## config.mk

```make
export PLATFORM = sky130hd
export DESIGN_NAME = difftest_commit_ctrl_flat
export DESIGN_NICKNAME = d
export VERILOG_FILES = /design/src/rtl/difftest_pkg.sv /design/src/rtl/difftest_commit_ctrl_if.sv /design/src/rtl/difftest_commit_ctrl_sat_counter.sv /design/src/rtl/difftest_commit_ctrl.sv /design/src/flat_wrapper.sv
export SDC_FILE = /design/constraint.sdc
export NUM_CORES = 1
export LEC_CHECK = 0
export BUFFER_PORTS_ARGS = -buffer_cell sky130_fd_sc_hd__buf_4
export CAP_MARGIN = 30
export CORE_UTILIZATION = 39
export CTS_BUF_LIST = sky130_fd_sc_hd__clkbuf_8
export DETAILED_ROUTE_END_ITERATION = 6
export HOLD_SLACK_MARGIN = 0.12
export PLACE_DENSITY_LB_ADDON = 0.2
export SLEW_MARGIN = 30
export SYNTH_ARGS = -nofsm -noshare
export SYNTH_HDL_FRONTEND = slang
export SYNTH_HIERARCHICAL = 1
export SYNTH_SLANG_ARGS = --single-unit
```

## constraint.sdc

```tcl
create_clock -name clock -period 3.7 [get_ports clock]
set_input_delay 0.185 -clock clock [delete_from_list [all_inputs] [get_ports clock]]
set_output_delay 0.185 -clock clock [all_outputs]
set_load 0.1 [all_outputs]
```

## src/rtl/difftest_pkg.sv

```systemverilog
// Shared types for the difftest commit sequencer: controller states and the
// architectural register width.
package difftest_pkg;

    localparam int XLEN = 32;

    typedef enum logic [1:0] {
        IDLE   = 2'd0,
        SETTLE = 2'd1,
        REPORT = 2'd2,
        DONE   = 2'd3
    } state_e;

endpackage

```

## src/rtl/difftest_commit_ctrl_if.sv

```systemverilog
// Commit-side and host-side signal bundle for difftest_commit_ctrl.
// master = core/host environment, slave = the controller.
interface difftest_commit_ctrl_if #(
    parameter int CNT_W = 32
) ();
    import difftest_pkg::*;

    logic            cfg_en;
    logic            commit_valid;
    logic [XLEN-1:0] commit_pc;
    logic            commit_skip;
    logic            commit_ready;
    logic            halt;
    logic            host_ready;
    logic            ds_enable;
    logic            ds_skip;
    logic [XLEN-1:0] ds_pc;
    logic [CNT_W-1:0] commit_cnt;
    logic [15:0]     skip_cnt;
    logic            done;

    modport master (
        output cfg_en, commit_valid, commit_pc, commit_skip, halt, host_ready,
        input  commit_ready, ds_enable, ds_skip, ds_pc, commit_cnt, skip_cnt, done
    );

    modport slave (
        input  cfg_en, commit_valid, commit_pc, commit_skip, halt, host_ready,
        output commit_ready, ds_enable, ds_skip, ds_pc, commit_cnt, skip_cnt, done
    );

endinterface

```

## src/rtl/difftest_commit_ctrl_sat_counter.sv

```systemverilog
// Up-counter that sticks at all-ones instead of wrapping.
module sat_counter #(
    parameter int W = 16
) (
    input  logic         clock,
    input  logic         reset,
    input  logic         inc,
    output logic [W-1:0] count
);

    logic [W-1:0] count_q;

    always_ff @(posedge clock or negedge reset) begin
        if (!reset) begin
            count_q <= '0;
        end else if (inc && !(&count_q)) begin
            count_q <= count_q + 1'b1;
        end
    end

    assign count = count_q;

endmodule

```

## src/rtl/difftest_commit_ctrl.sv

```systemverilog
// Sequences one retired instruction at a time from commit, through a settle
// delay, to a single compare/skip report for the DiffTest DPI bridge.
module difftest_commit_ctrl
    import difftest_pkg::*;
#(
    parameter int SETTLE_CYCLES = 1,
    parameter int CNT_W         = 32
) (
    input  logic                  clock,
    input  logic                  reset,
    difftest_commit_ctrl_if.slave bus
);

    localparam logic [3:0] SETTLE_INIT =
        (SETTLE_CYCLES == 0) ? 4'd0 : 4'(SETTLE_CYCLES - 1);

    state_e          state_q, state_d;
    logic [3:0]      settle_q, settle_d;
    logic            halt_pend_q, halt_pend_d;
    logic            skip_q, skip_d;
    logic [XLEN-1:0] pc_q, pc_d;
    logic            enable_q, skip_strobe_q, done_q;

    logic            halt_now;
    logic            commit_ready;
    logic            accept;
    logic            start;
    logic            handshake;

    always_ff @(posedge clock or negedge reset) begin
        if (!reset) begin
            state_q       <= IDLE;
            settle_q      <= '0;
            halt_pend_q   <= 1'b0;
            skip_q        <= 1'b0;
            pc_q          <= '0;
            enable_q      <= 1'b0;
            skip_strobe_q <= 1'b0;
            done_q        <= 1'b0;
        end else begin
            state_q       <= state_d;
            settle_q      <= settle_d;
            halt_pend_q   <= halt_pend_d;
            skip_q        <= skip_d;
            pc_q          <= pc_d;
            enable_q      <= (state_d == REPORT) && !skip_d;
            skip_strobe_q <= (state_d == REPORT) && skip_d;
            done_q        <= (state_d == DONE);
        end
    end

    always_comb begin
        state_d     = state_q;
        settle_d    = settle_q;
        halt_pend_d = halt_pend_q | bus.halt;
        skip_d      = skip_q;
        pc_d        = pc_q;
        start       = 1'b0;

        // A halt seen in the handshake cycle itself must already block the
        // back-to-back accept, so the raw halt input joins the pending flag.
        halt_now     = halt_pend_q | bus.halt;
        handshake    = (state_q == REPORT) && bus.host_ready;
        commit_ready = (state_q == IDLE) || (handshake && !halt_now);
        accept       = bus.commit_valid && commit_ready;

        unique case (state_q)
            IDLE: begin
                if (accept && bus.cfg_en) begin
                    start = 1'b1;
                end else if (halt_now) begin
                    state_d = DONE;
                end
            end
            SETTLE: begin
                if (settle_q == 4'd0) begin
                    state_d = REPORT;
                end else begin
                    settle_d = settle_q - 4'd1;
                end
            end
            REPORT: begin
                if (bus.host_ready) begin
                    if (halt_now) begin
                        state_d = DONE;
                    end else if (accept && bus.cfg_en) begin
                        start = 1'b1;
                    end else begin
                        state_d = IDLE;
                    end
                end
            end
            DONE: begin
                state_d = DONE;
            end
            default: begin
                state_d = IDLE;
            end
        endcase

        if (start) begin
            pc_d   = bus.commit_pc;
            skip_d = bus.commit_skip;
            if (SETTLE_CYCLES == 0) begin
                state_d = REPORT;
            end else begin
                state_d  = SETTLE;
                settle_d = SETTLE_INIT;
            end
        end
    end

    sat_counter #(.W(CNT_W)) u_commit_cnt (
        .clock (clock),
        .reset (reset),
        .inc   (handshake),
        .count (bus.commit_cnt)
    );

    sat_counter #(.W(16)) u_skip_cnt (
        .clock (clock),
        .reset (reset),
        .inc   (handshake && skip_q),
        .count (bus.skip_cnt)
    );

    assign bus.commit_ready = commit_ready;
    assign bus.ds_enable    = enable_q;
    assign bus.ds_skip      = skip_strobe_q;
    assign bus.ds_pc        = pc_q;
    assign bus.done         = done_q;

endmodule
```

## src/flat_wrapper.sv

```systemverilog
// flat-port wrapper written by rule: the top's interface ports become plain ports
module difftest_commit_ctrl_flat import difftest_pkg::*;
#(
    parameter int SETTLE_CYCLES = 1,
    parameter int CNT_W         = 32
)
  (clock, reset, bus_cfg_en, bus_commit_valid, bus_commit_pc, bus_commit_skip, bus_halt, bus_host_ready, bus_commit_ready, bus_ds_enable, bus_ds_skip, bus_ds_pc, bus_commit_cnt, bus_skip_cnt, bus_done);
  difftest_commit_ctrl_if #(.CNT_W(CNT_W)) bus_i ();
  input  logic clock;
  input  logic reset;
  input wire logic [$bits(bus_i.cfg_en)-1:0] bus_cfg_en;
  input wire logic [$bits(bus_i.commit_valid)-1:0] bus_commit_valid;
  input wire logic [$bits(bus_i.commit_pc)-1:0] bus_commit_pc;
  input wire logic [$bits(bus_i.commit_skip)-1:0] bus_commit_skip;
  input wire logic [$bits(bus_i.halt)-1:0] bus_halt;
  input wire logic [$bits(bus_i.host_ready)-1:0] bus_host_ready;
  output wire logic [$bits(bus_i.commit_ready)-1:0] bus_commit_ready;
  output wire logic [$bits(bus_i.ds_enable)-1:0] bus_ds_enable;
  output wire logic [$bits(bus_i.ds_skip)-1:0] bus_ds_skip;
  output wire logic [$bits(bus_i.ds_pc)-1:0] bus_ds_pc;
  output wire logic [$bits(bus_i.commit_cnt)-1:0] bus_commit_cnt;
  output wire logic [$bits(bus_i.skip_cnt)-1:0] bus_skip_cnt;
  output wire logic [$bits(bus_i.done)-1:0] bus_done;
  assign bus_i.cfg_en = bus_cfg_en;
  assign bus_i.commit_valid = bus_commit_valid;
  assign bus_i.commit_pc = bus_commit_pc;
  assign bus_i.commit_skip = bus_commit_skip;
  assign bus_i.halt = bus_halt;
  assign bus_i.host_ready = bus_host_ready;
  assign bus_commit_ready = bus_i.commit_ready;
  assign bus_ds_enable = bus_i.ds_enable;
  assign bus_ds_skip = bus_i.ds_skip;
  assign bus_ds_pc = bus_i.ds_pc;
  assign bus_commit_cnt = bus_i.commit_cnt;
  assign bus_skip_cnt = bus_i.skip_cnt;
  assign bus_done = bus_i.done;
  difftest_commit_ctrl #(.SETTLE_CYCLES(SETTLE_CYCLES), .CNT_W(CNT_W)) u_core (.clock(clock), .reset(reset), .bus(bus_i));
endmodule
```

==> impl_metrics.json <==
{
  "run_status": "completed",
  "grt_pass1_wl_um": 15700,
  "clkTransAtPathRegs_ps": 90,
  "gr-usage-all-layers": 0.174,
  "grt_pass1_vias": 3155,
  "gr-max-usage-layer": "met2",
  "syn2layout_area_growth_pct": 37.7,
  "synthCells": 351,
  "required_ps": 3930,
  "relSlewSlack": 0.581,
  "rsz0062_at_grt": "no",
  "reg2regPathDepth": 6,
  "min_path_cells": 3,
  "clock_path_buffers": 2,
  "synth_nets": 394,
  "power-per-cell-area_nw_per_um2": 326,
  "synth_area_um2": 4240,
  "total_power_mw": 1.91,
  "first_pass_iters": 4,
  "fp-row-count": 37,
  "slew_viol_final": 0,
  "gr-usage-met1": 0.237,
  "ant_nets": 0,
  "cts_tree": "built",
  "p_seq_frac": 0.534,
  "min_to": "u_core/bus.done",
  "place_congestion": 0.762,
  "final_nets": 557,
  "synth_edf_count": 0,
  "vdd_drop_max_mv": 0.183,
  "antenna_found_initial": 0,
  "grt_max_degree": 70,
  "grt_overflow": 0,
  "cts_resized": 0,
  "via_per_inst": 5.02,
  "finalSetupViolCount": 0,
  "p_leak_nw": 2.85,
  "r2r-end": "u_core/u_commit_cnt/count[21]",
  "cts_setup_buffers": 0,
  "fillCellCount": 903,
  "die_h_um": 106,
  "grt_util_met3": 0.0319,
  "cts-buffers-inserted": 9,
  "drc": 0,
  "cts_hold_buf": 34,
  "drtIter0Drc": 76,
  "wl_um": 9440,
  "p_sw_frac": 0.259,
  "hold_path_class": "in2reg",
  "die_w_um": 106,
  "fin_hold_ws_ps": 168,
  "fmax_mhz": 454,
  "yosys_warnings": 6,
  "worstMarginPinSlew_ps": 627,
  "fin_skew_ps": 11.8,
  "core_area_um2": 10400,
  "multi_input_area_um2": 1880,
  "tns_ps": 0,
  "numClockSinks": 91,
  "synth-async-reset-ratio": 1.00,
  "cap_violations": 0,
  "pwr-share-comb": 0.116,
  "switchingPower_mw": 0.494,
  "htree_num_levels": 3,
  "start_util": 0.407,
  "synth_flop_cell": "dfrtp_1",
  "vias": 3286,
  "use_met2": 0.277,
  "routedWlPerCell_um": 14.4,
  "final-seq-area_um2": 2280,
  "hold_violations": 0,
  "post-route-period-util": 0.595,
  "end_kind": "flop",
  "io_buffers": 122,
  "pin_count": 123,
  "root_buffer": "clkbuf_8",
  "r2r_slack_ps": 1500,
  "intPower_mw": 1.41,
  "crit_fanout": 12,
  "dp_hpwl_um": 6640,
  "p_clk_frac": 0.350,
  "min_from": "bus_cfg_en",
  "reg2reg_from": "u_core/state_q[1]",
  "synth_seq_cells": 91,
  "synth.distinct_cells": 53,
  "drive_gt1_frac": 0.378,
  "clkLatencyLatePin_ps": 350,
  "cp.arrival_ps": 2440,
  "avgSynthCellArea_um2": 12.1,
  "start_kind": "flop",
  "yosysSeqAreaShare": 0.537,
  "die_area_um2": 11300,
  "critical_path_class": "reg2reg",
  "min_period_ps": 2200,
  "diodes": 0
}
-- cells by family after synthesis --
group / after synthesis / synth area share
AOI/OAI and AO/OA: 35 / 0.0584
xor gates and xnor gates: 39 / 0.0806
adders and majority gates: 4 / 0.0118
buffers and inverters: 13 / 0.0207
DFF: 91 / 0.537
muxes: 37 / 0.0983
and+or+nand+nor: 132 / 0.193
-- synth_stat cells (5+ instances only) --
cell type	instances	area, µm²
o21ai_0	7	35.0
xor2_1	15	131
inv_1	7	26.3
nor2_1	20	75.1
nand4_1	14	87.6
nor3_1	7	35.0
a21oi_1	13	65.1
nand3_1	22	110
nand2_1	17	63.8
dfrtp_1	91	2280
xnor2_1	24	210
and3_1	5	31.3
mux2_2	35	394
-- metal layers --
metal / part of all wire / wire (µm)
met3: 0.042 / 393
met5: 0 / 0
met2: 0.48 / 4500
met4: 0.013 / 118
met1: 0.47 / 4420
-- worst max path at each step --
stage	cells after the start	startpoint	to	slack, ps
2_1_floorplan	5	u_core/u_commit_cnt/count[17]	u_core/u_commit_cnt/count[1]	1170
3_3_place_gp	3	u_core/halt_pend_q	u_core/bus.ds_pc[19]	1490
3_5_place_dp	6	u_core/state_q[1]	u_core/u_commit_cnt/count[21]	1510
4_1_cts	6	u_core/state_q[1]	u_core/u_skip_cnt/count[15]	1490
5_1_grt	6	u_core/state_q[1]	u_core/u_commit_cnt/count[21]	1320
6_report	6	u_core/state_q[1]	u_core/u_commit_cnt/count[21]	1500
-- through the flow --
| stage | utilization | area, µm² | std cells | setup slack, ps |
|---|---|---|---|---|
| 4_1_cts | 0.560 | 5830 | 654 | 1490 |
| 5_1_grt | 0.560 | 5840 | 654 | 1320 |
| 2_1_floorplan | - | 4240 | 351 | 1170 |
| 3_5_place_dp | 0.509 | 5300 | 605 | 1510 |
| 6_report | 0.560 | 5840 | 654 | 1500 |
| 3_3_place_gp | 0.506 | 5270 | 604 | 1490 |
-- worst max-delay path, cell delays in order (launching register included) --
cell and delay (ps):
dfrtp_1 540, and3_2 300, and3_2 220, nand4b_1 200, a211oi_1 520, nand3_1 160, xnor2_1 150
-- layout make-up --
cell class,instances,share of cell area
flip-flops and latches,91,0.390
clock buffers,10,0.0236
well taps,136,0.0292
clock inverters,5,0.00943
inverters,7,0.00450
multi-input cells,247,0.321
repair buffers,158,0.222
-- placed cells by master (no fill, tap or decap), types with 8 or more instances in the layout --
| cell type | synthesis | layout |
|---|---|---|
| nand4_1 | 14 | 14 |
| nand2_1 | 17 | 17 |
| inv_1 | 7 | 8 |
| dlygate4sd3_1 | 0 | 34 |
| mux2_2 | 35 | 35 |
| dfrtp_1 | 91 | 91 |
| a21oi_1 | 13 | 13 |
| xor2_1 | 15 | 15 |
| nor2_1 | 20 | 20 |
| buf_4 | 1 | 122 |
| nand3_1 | 22 | 22 |
| clkbuf_8 | 0 | 10 |
| xnor2_1 | 24 | 24 |
-- power groups by stage --
stage	clock network [mW]	registers, mW	logic (mW)
floorplan	0	1.13	0.0155
global placement	0	1.04	0.192
detailed placement	0	1.04	0.194
CTS	0.695	1.02	0.223
global route	0.729	1.02	0.233
finish	0.668	1.02	0.221
-- flip-flops by register name (all words and copies together) (netlist names), 2 cells and up --
register	count
u_core/u_commit_cnt/count	32
u_core/u_skip_cnt/count	16
u_core/bus.ds_pc	32
u_core/state_q	2
u_core/settle_q	4
No activity file was read; power rests on OpenSTA's default activity.
